`src/rtl/adder_rr_arbiter_if.sv`:
```
// Requester/consumer bundle for adder_rr_arbiter; master = environment, slave = arbiter.
// sat_flag exists only when ADDER_RR_ARB_SAT_EN is defined.
interface adder_rr_arbiter_if #(
  parameter int NUM_REQ = 4,
  parameter int DATA_W  = 8,
  parameter int ID_W    = $clog2(NUM_REQ)
);
  logic [NUM_REQ-1:0]        req_valid;
  logic [NUM_REQ*DATA_W-1:0] req_a;
  logic [NUM_REQ*DATA_W-1:0] req_b;
  logic [NUM_REQ-1:0]        req_ready;
  logic                      res_valid;
  logic                      res_ready;
  logic [DATA_W-1:0]         res_sum;
  logic                      res_carry;
  logic [ID_W-1:0]           res_id;
  logic [7:0]                grant_cnt;
`ifdef ADDER_RR_ARB_SAT_EN
  logic                      sat_flag;

  modport master (output req_valid, req_a, req_b, res_ready,
                  input  req_ready, res_valid, res_sum, res_carry, res_id, grant_cnt, sat_flag);
  modport slave  (input  req_valid, req_a, req_b, res_ready,
                  output req_ready, res_valid, res_sum, res_carry, res_id, grant_cnt, sat_flag);
`else
  modport master (output req_valid, req_a, req_b, res_ready,
                  input  req_ready, res_valid, res_sum, res_carry, res_id, grant_cnt);
  modport slave  (input  req_valid, req_a, req_b, res_ready,
                  output req_ready, res_valid, res_sum, res_carry, res_id, grant_cnt);
`endif
endinterface

```
`src/rtl/adder_rr_arbiter.sv`:
```
// Round-robin shared adder: one grant per cycle into a single-entry result slot.
// Optional saturation on carry-out enabled by ADDER_RR_ARB_SAT_EN.
module adder_rr_arbiter #(
  parameter int NUM_REQ = 4,
  parameter int DATA_W  = 8
) (
  input logic          clk,
  input logic          rst,
  adder_rr_arbiter_if.slave bus
);
  localparam int ID_W = $clog2(NUM_REQ);

  typedef enum logic {EMPTY, FULL} state_t;

  state_t             state_q, state_d;
  logic [ID_W-1:0]    rr_ptr;
  logic [7:0]         grant_cnt;
  logic               slot_free;
  logic [NUM_REQ-1:0] grant;
  logic               gnt_any;
  logic [ID_W-1:0]    gnt_idx;
  logic [ID_W-1:0]    sel;
  int unsigned        idx;
  logic [DATA_W-1:0]  a_p0, b_p0;
  logic [DATA_W:0]    sum_p0;
  logic [DATA_W-1:0]  sum_p1;
  logic               carry_p1;
  logic [ID_W-1:0]    id_p1;
  logic               vld_p1;

`ifdef ADDER_RR_ARB_SAT_EN
  logic sat_p1;

  function automatic logic [DATA_W-1:0] sat_sum(input logic [DATA_W:0] raw);
    return raw[DATA_W] ? {DATA_W{1'b1}} : raw[DATA_W-1:0];
  endfunction
`endif

  assign vld_p1    = (state_q == FULL);
  assign slot_free = !vld_p1 || bus.res_ready;

  // Grant search starts at rr_ptr and wraps; operands never feed this path.
  always_comb begin
    grant   = '0;
    gnt_any = 1'b0;
    gnt_idx = '0;
    idx     = 0;
    sel     = '0;
    if (slot_free && !rst) begin
      for (int k = 0; k < NUM_REQ; k++) begin
        idx = int'(rr_ptr) + k;
        if (idx >= NUM_REQ) idx = idx - NUM_REQ;
        sel = ID_W'(idx);
        if (!gnt_any && bus.req_valid[sel]) begin
          gnt_any    = 1'b1;
          gnt_idx    = sel;
          grant[sel] = 1'b1;
        end
      end
    end
  end

  always_comb begin
    state_d = state_q;
    case (state_q)
      EMPTY:   if (gnt_any) state_d = FULL;
      FULL:    if (bus.res_ready && !gnt_any) state_d = EMPTY;
      default: state_d = EMPTY;
    endcase
  end

  // Stage p0: operand select and add
  assign a_p0   = bus.req_a[gnt_idx*DATA_W +: DATA_W];
  assign b_p0   = bus.req_b[gnt_idx*DATA_W +: DATA_W];
  assign sum_p0 = {1'b0, a_p0} + {1'b0, b_p0};

  // Stage p1: result slot and arbitration state
  always_ff @(posedge clk) begin
    if (rst) begin
      state_q   <= EMPTY;
      rr_ptr    <= '0;
      grant_cnt <= '0;
      sum_p1    <= '0;
      carry_p1  <= 1'b0;
      id_p1     <= '0;
`ifdef ADDER_RR_ARB_SAT_EN
      sat_p1    <= 1'b0;
`endif
    end else begin
      state_q <= state_d;
      if (gnt_any) begin
`ifdef ADDER_RR_ARB_SAT_EN
        sum_p1 <= sat_sum(sum_p0);
        sat_p1 <= sum_p0[DATA_W];
`else
        sum_p1 <= sum_p0[DATA_W-1:0];
`endif
        carry_p1  <= sum_p0[DATA_W];
        id_p1     <= gnt_idx;
        rr_ptr    <= (gnt_idx == ID_W'(NUM_REQ-1)) ? '0 : gnt_idx + 1'b1;
        grant_cnt <= grant_cnt + 8'd1;
      end
    end
  end

  assign bus.req_ready = grant;
  assign bus.res_valid = vld_p1;
  assign bus.res_sum   = sum_p1;
  assign bus.res_carry = carry_p1;
  assign bus.res_id    = id_p1;
  assign bus.grant_cnt = grant_cnt;
`ifdef ADDER_RR_ARB_SAT_EN
  assign bus.sat_flag  = sat_p1;
`endif
endmodule

```
`src/flat_wrapper.sv`:
```
// flat-port wrapper written by rule: the top's interface ports become plain ports
module adder_rr_arbiter_flat 
#(
  parameter int NUM_REQ = 4,
  parameter int DATA_W  = 8
)
  (clk, rst, bus_req_valid, bus_req_a, bus_req_b, bus_res_ready, bus_req_ready, bus_res_valid, bus_res_sum, bus_res_carry, bus_res_id, bus_grant_cnt);
  adder_rr_arbiter_if #(.NUM_REQ(NUM_REQ), .DATA_W(DATA_W)) bus_i ();
  input logic clk;
  input logic rst;
  input wire logic [$bits(bus_i.req_valid)-1:0] bus_req_valid;
  input wire logic [$bits(bus_i.req_a)-1:0] bus_req_a;
  input wire logic [$bits(bus_i.req_b)-1:0] bus_req_b;
  input wire logic [$bits(bus_i.res_ready)-1:0] bus_res_ready;
  output wire logic [$bits(bus_i.req_ready)-1:0] bus_req_ready;
  output wire logic [$bits(bus_i.res_valid)-1:0] bus_res_valid;
  output wire logic [$bits(bus_i.res_sum)-1:0] bus_res_sum;
  output wire logic [$bits(bus_i.res_carry)-1:0] bus_res_carry;
  output wire logic [$bits(bus_i.res_id)-1:0] bus_res_id;
  output wire logic [$bits(bus_i.grant_cnt)-1:0] bus_grant_cnt;
  assign bus_i.req_valid = bus_req_valid;
  assign bus_i.req_a = bus_req_a;
  assign bus_i.req_b = bus_req_b;
  assign bus_i.res_ready = bus_res_ready;
  assign bus_req_ready = bus_i.req_ready;
  assign bus_res_valid = bus_i.res_valid;
  assign bus_res_sum = bus_i.res_sum;
  assign bus_res_carry = bus_i.res_carry;
  assign bus_res_id = bus_i.res_id;
  assign bus_grant_cnt = bus_i.grant_cnt;
  adder_rr_arbiter #(.NUM_REQ(NUM_REQ), .DATA_W(DATA_W)) u_core (.clk(clk), .rst(rst), .bus(bus_i));
endmodule
```
`config.mk`:
```
export PLATFORM = sky130hd
export DESIGN_NAME = adder_rr_arbiter_flat
export DESIGN_NICKNAME = d
export VERILOG_FILES = /design/src/rtl/adder_rr_arbiter_if.sv /design/src/rtl/adder_rr_arbiter.sv /design/src/flat_wrapper.sv
export SDC_FILE = /design/constraint.sdc
export NUM_CORES = 1
export LEC_CHECK = 0
export CORE_ASPECT_RATIO = 2
export CORE_MARGIN = 3
export CORE_UTILIZATION = 43
export CTS_CLUSTER_DIAMETER = 100
export DETAILED_ROUTE_END_ITERATION = 10
export PLACE_DENSITY = 0.82
export SETUP_SLACK_MARGIN = 0.3
export SLEW_MARGIN = 20
export SYNTH_ARGS = -nofsm -noshare
export SYNTH_HDL_FRONTEND = slang
export SYNTH_SLANG_ARGS = --single-unit
```
`constraint.sdc`:
```
create_clock -name clk -period 6.1 [get_ports clk]
set_clock_uncertainty 0.05 [all_clocks]
set_input_delay 1.22 -clock clk [delete_from_list [all_inputs] [get_ports clk]]
set_output_delay 1.22 -clock clk [all_outputs]
set_load 0.005 [all_outputs]
```
# Word-level counts from Yosys, hierarchy flattened
# Index checks and enable logic that the tools add are counted.
[totals]
register_bits = 22
input_bits = 71
output_inout_bits = 24
[op_classes]
n_addsub = 10
n_lt_le_gt_ge = 12
eq_ne = 1
shift = 2
muxes = 49
bitwise_logic = 4
reduce_logical = 16
[op_table]
columns = ["op", "n"]
rows = [
  ["32-bit by 6-bit indexed part select with 8-bit output", 2],
  ["4-bit two-way mux", 8],
  ["2-bit two-way mux", 14],
  ["1-bit two-way mux", 18],
  ["2-bit by 3-bit less-than comparator with 1-bit output (second input constant)", 4],
  ["4-bit OR", 3],
  ["8-bit by 8-bit adder with 9-bit output", 1],
  ["3-bit >= comparator (second input constant)", 3],
  ["1-bit logical AND", 9],
  ["8-bit by 1-bit adder with 8-bit output (second input constant)", 1],
  ["1-bit binary-select mux with 2-bit select", 4],
  ["1-bit demux with 2-bit select", 4],
  ["2-bit by 1-bit >= comparator with 1-bit output (second input constant)", 4],
  ["2-bit by 1-bit subtractor with 2-bit output (second input constant)", 4],
  ["2-bit by 2-bit adder with 3-bit output (second input constant)", 2],
  ["1-bit logical NOT", 6],
  ["2-bit by 1-bit adder with 3-bit output (second input constant)", 1],
  ["2-bit by 3-bit >= comparator with 1-bit output (second input constant)", 1],
  ["2-bit by 1-bit adder with 2-bit output (second input constant)", 1],
  ["2-bit == test (second input constant)", 1],
  ["1-bit case mux with 2 select lines", 1],
  ["1-bit logical OR", 1],
  ["1-bit NOT", 1],
]

# Depth between registers and ports, before layout
# Gate-level depths: netlist of the first run.
[depth]
word_depth = 24
mapped_depth = 20

# Worst setup path before layout of the first run
# No wires, ideal clock.
[synth_timing]
kind = "input port to flip-flop"
from = "input bus_req_valid[1]"
to = "register u_core.sum_p1[6], in the netlist u_core.bus.res_sum[6]"
t_arrival_ps = 4363
setup_slack_ps = 1556
path_stages = 16
path_buffers = 2
path_cell_list = "buf_2 mux4_2 or2_1 a211oi_2 o21ai_4 buf_2 a21oi_1 a32oi_1 ha_1 fa_1 a21o_1 a21oi_1 o21bai_1 a21oi_1 xnor2_1 o21ai_0"
[synth_via]
elab_chain_cells = 18
word_cells_on_any_way = 30
[synth_rtl]
columns = ["item", "line_no", "rtl"]
rows = [
  ["start: declaration", "flat_wrapper.sv:11", "input wire logic [$bits(bus_i.req_valid)-1:0] bus_req_valid;"],
  ["1-bit binary-select mux with 2-bit select", "adder_rr_arbiter.sv:54", "if (!gnt_any && bus.req_valid[sel]) begin"],
  ["1-bit two-way mux (implied by the code)", "adder_rr_arbiter.sv:54", ""],
  ["1-bit two-way mux", "adder_rr_arbiter.sv:54", ""],
  ["1-bit two-way mux", "adder_rr_arbiter.sv:49", "if (slot_free && !rst) begin"],
  ["1-bit logical NOT", "adder_rr_arbiter.sv:54", ""],
  ["1-bit logical AND", "adder_rr_arbiter.sv:54", ""],
  ["1-bit two-way mux", "adder_rr_arbiter.sv:54", ""],
  ["1-bit two-way mux", "adder_rr_arbiter.sv:49", ""],
  ["[... 2 more ...]", "-", ""],
  ["1-bit two-way mux", "adder_rr_arbiter.sv:54", ""],
  ["1-bit two-way mux", "adder_rr_arbiter.sv:49", ""],
  ["1-bit logical NOT", "adder_rr_arbiter.sv:54", ""],
  ["1-bit logical AND", "adder_rr_arbiter.sv:54", ""],
  ["2-bit two-way mux", "adder_rr_arbiter.sv:54", ""],
  ["2-bit two-way mux", "adder_rr_arbiter.sv:49", ""],
  ["32-bit by 6-bit indexed part select with 8-bit output (on tied branches)", "adder_rr_arbiter.sv:73, adder_rr_arbiter.sv:74", ""],
  ["8-bit by 8-bit adder with 9-bit output", "adder_rr_arbiter.sv:75", "assign sum_p0 = {1'b0, a_p0} + {1'b0, b_p0};"],
  ["end signal: assignment", "adder_rr_arbiter.sv:96", "sum_p1 <= sum_p0[DATA_W-1:0];"],
  ["end: declaration", "adder_rr_arbiter.sv:26", "logic [DATA_W-1:0] sum_p1;"],
]
# Parallel ways exist; a longest one is shown, timed or not. The select of a mux whose other input is x is not followed.
# A chain may end at the register's enable or synchronous reset.

# Final worst setup path of the first run
[layout_timing]
from = "input bus_req_valid[2]"
to = "register u_core.sum_p1[6], in the netlist u_core.bus.res_sum[6]"
# The elaborated chain is that of the path after synthesis.

==> results of run 1 <==
worst register-to-register path: stages (launching register included):
cell	delay, ns
dfxtp_1	0.60
inv_1	0.21
ha_1	0.55
mux4_2	0.63
nor2b_1	0.35
o21a_1	0.21
o21ai_4	0.12
buf_4	0.25
a21oi_1	0.17
a32oi_1	0.08
ha_1	0.23
fa_1	0.46
a21o_1	0.17
a21oi_1	0.22
o21bai_1	0.08
a21oi_1	0.26
xnor2_1	0.15
o21ai_0	0.08
layer usage:
layer / global-route usage [%] / vias to the layer above
met4: 9.043 / 0
met1: 22.37 / 1128
met3: 2.328 / 16
met5: 0 / -
li1: - / 1188
met2: 44.92 / 89
cells in the mapped netlist (2+ instances only):
cell type,number
a211oi_1,2
a221oi_1,4
nor3_1,3
nor4_1,2
inv_1,9
nand3b_1,3
o21a_1,2
a32oi_1,17
and3_1,2
clkbuf_1,6
buf_6,2
ha_1,18
xnor2_1,6
mux4_2,3
a21oi_1,25
a22oi_1,4
o21bai_1,2
nor2b_1,4
dfxtp_1,22
nand3_1,11
nand2_1,65
buf_2,13
a21o_1,4
mux2i_1,2
nor2_1,23
xor2_1,6
nand4_1,3
o21ai_0,6
worst paths after layout:
path,start,to,slack (ns),depth (start not counted)
worst min-delay path,u_core.bus.res_sum[0]$_SDFFE_PP0P_,u_core.bus.res_sum[0]$_SDFFE_PP0P_,0.42,2
worst max register to register,u_core.rr_ptr[1]$_SDFFE_PP0P_,u_core.bus.res_sum[6]$_SDFFE_PP0P_,1.10,17
worst min register to register,u_core.bus.res_sum[0]$_SDFFE_PP0P_,u_core.bus.res_sum[0]$_SDFFE_PP0P_,0.42,2
worst max-delay path,bus_req_valid[2],u_core.bus.res_sum[6]$_SDFFE_PP0P_,0.94,16
flip-flops by register name, summed over array words and instances, names as in the netlist:
signal and flops:
u_core.bus.grant_cnt 8, u_core.rr_ptr 2, u_core.bus.res_sum 8, u_core.bus.res_valid 1, u_core.bus.res_id 2, u_core.bus.res_carry 1
layout make-up:
cell class / instances / area share, %
clock buffers: 3 / 1.327
inverters: 10 / 1.287
well taps: 55 / 2.212
repair buffers: 98 / 31.21
clock inverters: 1 / 0.9654
multi-input cells: 234 / 48.83
flip-flops and latches: 22 / 14.16
power groups by stage:
stage	logic (mW)	clock network, mW	registers [mW]
floorplan	0.289	0	0.198
global placement	0.454	0	0.200
detailed placement	0.465	0	0.201
CTS	0.468	0.135	0.198
global route	0.519	0.141	0.202
finish	0.467	0.133	0.198
logic make-up (layout without fill, tap and decap cells):
logic type,Yosys count,in the layout,share of synthesized area (%)
xor+xnor,12,12,4.965
flops,22,22,20.80
fa+ha+maj,19,19,11.58
simple gates,122,122,25.35
mux,5,5,4.137
buf+inv,32,112,7.447
compound gates,76,76,25.71
stage by stage:
step / worst slack [ns] / total power, mW
after floorplan: 1.556 / 0.4874
after global placement: 0.8780 / 0.6548
after detailed placement: 0.7186 / 0.6662
after CTS: 0.9903 / 0.7998
after global routing: 0.7192 / 0.8622
final: 0.9404 / 0.7982
==> reports/qor.yml, run 1 <==
power_and_ir_drop:
  p_sw_share_pct: 37.70
  pwr-share-comb_pct: 58.6
  peakVddDrop_uv: 164.5
  p_seq_share_pct: 24.8
  p_int_mw: 0.4972
  p_leak_nw: 1.220
  switchingPower_mw: 0.3010
  power.density_mw_per_mm2: 256.6
  clockPowerShare_pct: 16.6
placement:
  hpwl_um: 5210
  dp.cells: 419
  place.gp.congestion: 0.8948
  port_buffers: 94
  post_dp_cell_area_mm2: 0.003039
timing:
  fmax_mhz: 193.8
  finalCriticalPeriod_ns: 5.160
  slew_headroom_pct: 33.39
  slew_viol_final: 0
  tns_ns: 0
  setup_viol: 0
  rsz0062_at_grt: "no"
  worst_pin_slew_ns: 0.9954
  whs_ns: 0.4155
  fin_crit_sh_pct: 84.58
  hold_viol: 0
critical_path:
  critical_path_class: "input port to register"
  crit_top_cell: "a21oi_1"
  required_ns: 6.17
  critical_path.max_stage_delay_ns: 0.61
  cp.arrival_ns: 5.23
  path_buf_inv: 2
  cp_max_fo: 22
  crit_family: "compound AO/OA/AOI/OAI gates"
  worst_path_max_delay_cell: "mux4_2"
  crit_chain: "clkdlybuf4s50_1 -> mux4_2 -> nor2b_1 -> o21a_1 -> o21ai_4 -> buf_4 -> a21oi_1 -> a32oi_1 -> ha_1 -> fa_1 -> a21o_1 -> a21oi_1 -> o21bai_1 -> a21oi_1 -> xnor2_1 -> o21ai_0"
  end_kind: "register"
  start_kind: "input port"
global_route:
  grt_pass1_wl_um: 10930
  antenna_found_initial: 0
  grt_pass1_vias: 2486
  groute.usage.overall_pct: 22.43
  gr-total-overflow: 0
  grt_max_degree: 35
die:
  num_rows: 35
  dieArea_mm2: 0.005852
  core-area_mm2: 0.004686
  io_pins: 95
  die_h_um: 105.2
  fp.dieW_um: 55.62
  start_util_pct: 45.18
cts:
  postCtsSetupRepairBufs: 0
  clock_latency_ns: 0.26
  cts_max_path_buffers: 2
  numCtsBuffers: 3
  clockRootBuffer: "clkbuf_8"
  postCtsHoldBufs: 0
  clk_pin_slew_ns: 0.08
  clock_sinks: 22
  htree_levels: 1
  tritoncts: "built"
  ctsResizeCount: 0
routing:
  vias: 2421
  drt-pass1-iter-count: 4
  wl_per_cell_um: 15.29
  drc_errors: 0
  wl_met3_um: 349
  met2_length_um: 3673
  drt_iter0_markers: 137
  final_antenna_net_count: 0
  postRouteWirelength_um: 6466
  wl_met1_um: 2206
  viasPerCell: 5.723
  top_layer: "met4"
final_layout:
  drive_gt1_share_pct: 4.348
  diodes: 0
  seqCellArea_um2: 440.4
  nets: 459
  syn_to_final_growth_pct: 46.93
  n_fill_cell: 423
  mostFrequentLayoutCells: "clkdlybuf4s50_1 (94), nand2_1 (65), a21oi_1 (25)"
  multi_input_area_mm2: 0.001519
  final_cells: 423
  fin_area_mm2: 0.003110
  utilization_pct: 66.38
  final_common_cell: "clkdlybuf4s50_1"
synth:
  synth_cells: 288
  synth_seq_area_share_pct: 20.80
  ys_warn_count: 0
  synth_nets: 378
  ys.flop_type: "dfxtp_1"
  synth_cell_type_count: 47
  synth_area_leaders: "dfxtp_1 (21%), nand2_1 (12%), ha_1 (11%)"
  synth-edff-count: 0
  async_reset_ff_share_pct: 0
  syn_area_per_cell_um2: 7.351
  ys_ff_latch: 22
  synth.top_cell.area_share_pct: 20.80
  synth_area_leader_cell: "dfxtp_1"
  syn_area_mm2: 0.002117
min_path:
  hold_path_class: "register to register"
status:
  status: "complete, no violations"
job:
  drv_cap: 0
Power figures use the tool's default switching activity.
==> run 2, diff against run 1 <==
CORE_UTILIZATION = 38   (was 43)
PLACE_DENSITY = 0.77   (was 0.82)
clock period = 4.68 ns   (was 6.1 ns; I/O delays follow)
==> run 2 against run 1 <==
Worst hold slack worse by 0.0025 ns. Highest routed layer unchanged. Routed wire length up 9.9%. Power increased by 39%. Core utilization decreased by 3.6 points. Count of clock-buffer cells in the layout stayed put. Cell count rose by 5.0%. First-iteration DRC count fell by 23%. Critical endpoint unchanged. Sequential share of layout area shrank 0.83 points. Cell area rose by 6.5%.
==> reports/qor.yml, run 2 (synthesis results as in run 1) <==
status:
  status: "complete, no violations"  # unchanged
timing:
  setup_viol: 0  # unchanged
  fin_crit_sh_pct: 88.50
  hold_viol: 0  # unchanged
  worst_pin_slew_ns: 0.9709  # was 0.9954 ns
  rsz0062_at_grt: "no"  # unchanged
  finalCriticalPeriod_ns: 4.142
  fmax_mhz: 241.5
  tns_ns: 0  # unchanged
  slew_viol_final: 0  # unchanged
  slew_headroom_pct: 35.03  # was 33.39%
  whs_ns: 0.4130  # was 0.4155 ns
die:
  start_util_pct: 40.11  # was 45.18%
  fp.dieW_um: 58.78  # was 55.62 um
  core-area_mm2: 0.005278  # was 0.004686 mm^2
  io_pins: 95  # unchanged
  num_rows: 37  # was 35
  dieArea_mm2: 0.006557  # was 0.005852 mm^2
  die_h_um: 111.6  # was 105.2 um
cts:
  clockRootBuffer: "clkbuf_8"  # unchanged
  tritoncts: "built"  # unchanged
  cts_max_path_buffers: 2  # unchanged
  clk_pin_slew_ns: 0.08  # about the same
  clock_latency_ns: 0.27  # was 0.26 ns
  clock_sinks: 22  # unchanged
  postCtsHoldBufs: 0  # unchanged
  htree_levels: 1  # unchanged
  numCtsBuffers: 3  # unchanged
critical_path:
  cp.arrival_ns: 4.22  # was 5.23 ns
  start_kind: "register"  # was input port
  required_ns: 4.76  # was 6.17 ns
  end_kind: "register"  # unchanged
  critical_path_class: "register to register"  # was input port to register
  cp_max_fo: 10  # was 22
routing:
  viasPerCell: 5.606  # was 5.723
  vias: 2489  # was 2421
  drt-pass1-iter-count: 4  # unchanged
  drt_iter0_markers: 105  # was 137
  final_antenna_net_count: 0  # unchanged
  drc_errors: 0  # unchanged
  wl_per_cell_um: 16.00  # was 15.29 um
  postRouteWirelength_um: 7106  # was 6466 um
min_path:
  hold_path_class: "register to register"  # unchanged
global_route:
  grt_max_degree: 28  # was 35
  gr-total-overflow: 0  # unchanged
  grt_pass1_vias: 2516  # was 2486
  groute.usage.overall_pct: 22.34  # was 22.43%
  antenna_found_initial: 0  # unchanged
  grt_pass1_wl_um: 11700  # was 10930 um
final_layout:
  mostFrequentLayoutCells: "clkdlybuf4s50_1 (90), nand2_1 (65), nor2_1 (23)"  # was clkdlybuf4s50_1 (94), nand2_1 (65), a21oi_1 (25)
  n_fill_cell: 477  # was 423
  syn_to_final_growth_pct: 56.50  # was 46.93%
  drive_gt1_share_pct: 10.88  # was 4.348%
  diodes: 0  # unchanged
  final_cells: 444  # was 423
  nets: 477  # was 459
  final_common_cell: "clkdlybuf4s50_1"  # unchanged
job:
  drv_cap: 0  # unchanged
power_and_ir_drop:
  power.density_mw_per_mm2: 334.0  # was 256.6 mW/mm^2
  p_leak_nw: 1.354  # was 1.220 nW
  peakVddDrop_uv: 217.0  # was 164.5 uV
placement:
  hpwl_um: 5610  # was 5210 um
  dp.cells: 434  # was 419
  place.gp.congestion: 0.8834  # was 0.8948
  port_buffers: 94  # unchanged
-- run 2: area by class of cell --
| class | instances | area (um^2) | area share [%] |
|---|---|---|---|
| multi-input combinational | 234 | 1559 | 47.05 |
| clock inverter | 1 | 30.03 | 0.9063 |
| timing repair buffer | 115 | 1121 | 33.84 |
| inverter | 10 | 42.54 | 1.284 |
| clock buffer | 3 | 41.29 | 1.246 |
| tap | 58 | 72.57 | 2.190 |
| sequential | 22 | 441.7 | 13.33 |
| timing repair inverter | 1 | 5.005 | 0.1511 |
-- run 2: power by group --
group          internal, mW  switching [mW]
registers             0.228          0.0264
logic                 0.349           0.327
clock network         0.114          0.0617
total                 0.692           0.415
-- run 2: path summary, 6_finish.rpt --
check | end | cells past startpoint | slack (ns) | from
max | u_core.bus.res_sum[6]$_SDFFE_PP0P_ | 17 | 0.54 | u_core.rr_ptr[0]$_SDFFE_PP0P_
max reg2reg | u_core.bus.res_sum[6]$_SDFFE_PP0P_ | 17 | 0.54 | u_core.rr_ptr[0]$_SDFFE_PP0P_
min reg2reg | u_core.bus.res_id[0]$_SDFFE_PP0P_ | 2 | 0.41 | u_core.bus.res_id[0]$_SDFFE_PP0P_
min | u_core.bus.res_id[0]$_SDFFE_PP0P_ | 2 | 0.41 | u_core.bus.res_id[0]$_SDFFE_PP0P_
-- run 2: what timing repair did --
| item | CTS | global route |
|---|---|---|
| pin swaps | 0 | 3 |
| endpoints found under the setup margin | 3 | 5 |
| gates resized for setup | 2 | 14 |
| cloned | 0 | 1 |
| buffers inserted | 0 | 5 |
| hold endpoints to repair | 0 | 0 |
-- run 2: metal layers --
metal  vias to the layer above  wire (um)  track usage [%]
met1                      1168       2508            23.78
met2                        76       4120            42.25
met5                         -          0                0
li1                       1224          -                -
met4                         0        232            8.926
met3                        21        244            2.088
-- run 2: through the flow --
step / utilization (%) / total power [mW] / setup WS (ns) / area (um^2)
final: 62.78 / 1.107 / 0.5384 / 3313
after global placement: 59.44 / 0.8868 / 0.008607 / 3137
after floorplan: - / 0.6365 / 0.3723 / 2121
after detailed placement: 59.44 / 0.8967 / -0.07953 / 3137
after global routing: 62.78 / 1.196 / 0.3053 / 3313
after CTS: 61.02 / 1.082 / 0.2887 / 3221
-- run 2: worst max-delay path, cell delays in order, from the launching register on --
cell      delay [ns]
dfxtp_2         0.33
inv_1           0.11
ha_1            0.52
mux4_2          0.64
inv_1           0.12
a211oi_2        0.09
o21ai_4         0.30
clkinv_4        0.14
nand2_1         0.10
a32oi_1         0.11
ha_2            0.23
fa_1            0.43
a21o_1          0.18
a21oi_2         0.15
o21bai_1        0.09
a21oi_2         0.20
xnor2_1         0.13
o21ai_0         0.08
==> run 3, diff against run 2 <==
CORE_UTILIZATION = 39   (was 38)
CTS_BUF_LIST = sky130_fd_sc_hd__clkbuf_8   (was default)
PLACE_DENSITY = 0.79   (was 0.77)
==> run 3 against run 2 <==
Cell count grew 1.4%. Setup slack gained 0.027 ns. Count of clock-buffer cells in the layout is the same. Critical path depth is 1 higher. Critical endpoint unchanged. Largest cell class unchanged. Highest routed layer unchanged.
==> reports/qor.yml, run 3 (synthesis results as in run 1) <==
status:
  status: "complete, no violations"  # unchanged
timing:
  tns_ns: 0  # unchanged
  slew_headroom_pct: 55.00  # was 35.03%
  worst_pin_slew_ns: 0.6688  # was 0.9709 ns
  fmax_mhz: 243.1  # was 241.5 MHz
  slew_viol_final: 0  # unchanged
  finalCriticalPeriod_ns: 4.114  # was 4.142 ns
  fin_crit_sh_pct: 87.91  # was 88.50%
  rsz0062_at_grt: "no"  # unchanged
  hold_viol: 0  # unchanged
  setup_viol: 0  # unchanged
  whs_ns: 0.4118  # was 0.4130 ns
global_route:
  grt_max_degree: 21  # was 28
  grt_pass1_wl_um: 11150  # was 11700 um
  gr-total-overflow: 0  # unchanged
  antenna_found_initial: 0  # unchanged
  groute.usage.overall_pct: 22.20  # was 22.34%
  grt_pass1_vias: 2497  # was 2516
min_path:
  hold_path_class: "register to register"  # unchanged
  hp-start: "u_core.bus.res_id[0]$_SDFFE_PP0P_"  # unchanged
final_layout:
  multi_input_area_mm2: 0.001567  # was 0.001559 mm^2
  n_fill_cell: 471  # was 477
  fin_area_mm2: 0.003367  # was 0.003313 mm^2
  final_cells: 450  # was 444
  final_common_cell: "clkdlybuf4s50_1"  # unchanged
  nets: 483  # was 477
  drive_gt1_share_pct: 12.76  # was 10.88%
  syn_to_final_growth_pct: 59.04  # was 56.50%
  seqCellArea_um2: 441.7  # unchanged
  diodes: 0  # unchanged
  mostFrequentLayoutCells: "clkdlybuf4s50_1 (90), nand2_1 (65), buf_4 (26)"  # was clkdlybuf4s50_1 (90), nand2_1 (65), nor2_1 (23)
placement:
  place.gp.congestion: 0.9151  # was 0.8834
  hpwl_um: 5652  # was 5610 um
  post_dp_cell_area_mm2: 0.003167  # was 0.003137 mm^2
  port_buffers: 94  # unchanged
  dp.cells: 438  # was 434
routing:
  drc_errors: 0  # unchanged
  drt-pass1-iter-count: 4  # unchanged
  viasPerCell: 5.649  # was 5.606
  wl_met1_um: 2414  # was 2508 um
  wl_met3_um: 265  # was 244 um
  top_layer: "met4"  # unchanged
  drt_iter0_markers: 107  # was 105
  postRouteWirelength_um: 7186  # was 7106 um
  final_antenna_net_count: 0  # unchanged
  wl_per_cell_um: 15.97  # was 16.00 um
  vias: 2542  # was 2489
  met2_length_um: 4190  # was 4120 um
power_and_ir_drop:
  power.density_mw_per_mm2: 337.6  # was 334.0 mW/mm^2
  p_leak_nw: 1.381  # was 1.354 nW
  peakVddDrop_uv: 266.4  # was 217.0 uV
critical_path:
  start_kind: "register"  # unchanged
  required_ns: 4.76  # about the same
  end_kind: "register"  # unchanged
  crit_start: "u_core.rr_ptr[0]$_SDFFE_PP0P_"  # unchanged
  critical_path_class: "register to register"  # unchanged
  cp.arrival_ns: 4.19  # was 4.22 ns
  reg2reg_from: "u_core.rr_ptr[0]$_SDFFE_PP0P_"  # unchanged
  cp_max_fo: 10  # unchanged
die:
  start_util_pct: 40.83  # was 40.11%
  fp.dieW_um: 58.10  # was 58.78 um
  io_pins: 95  # unchanged
  num_rows: 37  # unchanged
  die_h_um: 110.2  # was 111.6 um
  core-area_mm2: 0.005185  # was 0.005278 mm^2
  dieArea_mm2: 0.006402  # was 0.006557 mm^2
cts:
  clock_sinks: 22  # unchanged
  postCtsHoldBufs: 0  # unchanged
  clk_pin_slew_ns: 0.08  # about the same
  tritoncts: "built"  # unchanged
  numCtsBuffers: 3  # unchanged
  cts_max_path_buffers: 2  # unchanged
  htree_levels: 1  # unchanged
  clock_latency_ns: 0.26  # was 0.27 ns
  clockRootBuffer: "clkbuf_8"  # unchanged
job:
  drv_cap: 0  # unchanged
run 3: changes by cell type in the layout (fill, tap and decap cells not counted):
cell      change
ha_2          +1
a211oi_2      +1
buf_6         +1
a211oi_1      -1
buf_12        -1
buf_4         +6
buf_8         +1
clkinv_2      -1
ha_1          -1
run 3: area by class of cell:
class | instances | share of cell area, %
Inverter | 10 | 1.263
Clock buffer | 3 | 1.226
Tap cell | 58 | 2.155
Clock inverter | 1 | 0.8919
Sequential cell | 22 | 13.12
Timing Repair Buffer | 122 | 34.82
Multi-Input combinational cell | 234 | 46.53
run 3: per-layer routing:
metal | GRT usage [%] | vias to the layer above
li1 | - | 1236
met1 | 22.11 | 1179
met2 | 44.09 | 99
met3 | 1.748 | 28
met4 | 10.78 | 0
met5 | 0 | -
run 3: worst max-delay path: stages, from the launching register on:
cell and delay, ns:
dfxtp_2 0.33, inv_1 0.12, ha_2 0.48, mux4_2 0.56, buf_4 0.15, nor2b_2 0.14, o21a_1 0.19, o21ai_4 0.11
buf_4 0.17, a21oi_1 0.15, a32oi_1 0.09, ha_2 0.22, fa_1 0.45, a21o_1 0.19, a21oi_2 0.13, o21bai_1 0.08
a21oi_2 0.17, xnor2_1 0.12, o21ai_0 0.08
run 3: final timing paths:
path                                   endpoint  slack (ns)  cells past startpoint
max          u_core.bus.res_sum[6]$_SDFFE_PP0P_        0.57                     18
min           u_core.bus.res_id[0]$_SDFFE_PP0P_        0.41                      2
max reg2reg  u_core.bus.res_sum[6]$_SDFFE_PP0P_        0.57                     18
min reg2reg   u_core.bus.res_id[0]$_SDFFE_PP0P_        0.41                      2
run 3: per-stage QoR:
stage          utilization, %  setup slack [ns]  total power [mW]
3_5_place_dp            61.08           0.05064            0.9118
3_3_place_gp            61.08            0.1033            0.8982
2_1_floorplan               -            0.3723            0.6365
6_report                64.94            0.5657             1.137
5_1_grt                 64.94            0.3102             1.218
4_1_cts                 62.45            0.3244             1.086
run 3: where the power goes:
part | switching [mW] | total, mW | internal (mW)
Sequential | 0.0253 | 0.254 | 0.228
Clock | 0.0615 | 0.176 | 0.114
Combinational | 0.339 | 0.707 | 0.369
run 3: repair_timing:
| item | 4_1_cts | 5_1_grt |
|---|---|---|
| resized for setup | 0 | 18 |
| buffers inserted | 0 | 8 |
| endpoints found under the setup margin | 0 | 7 |
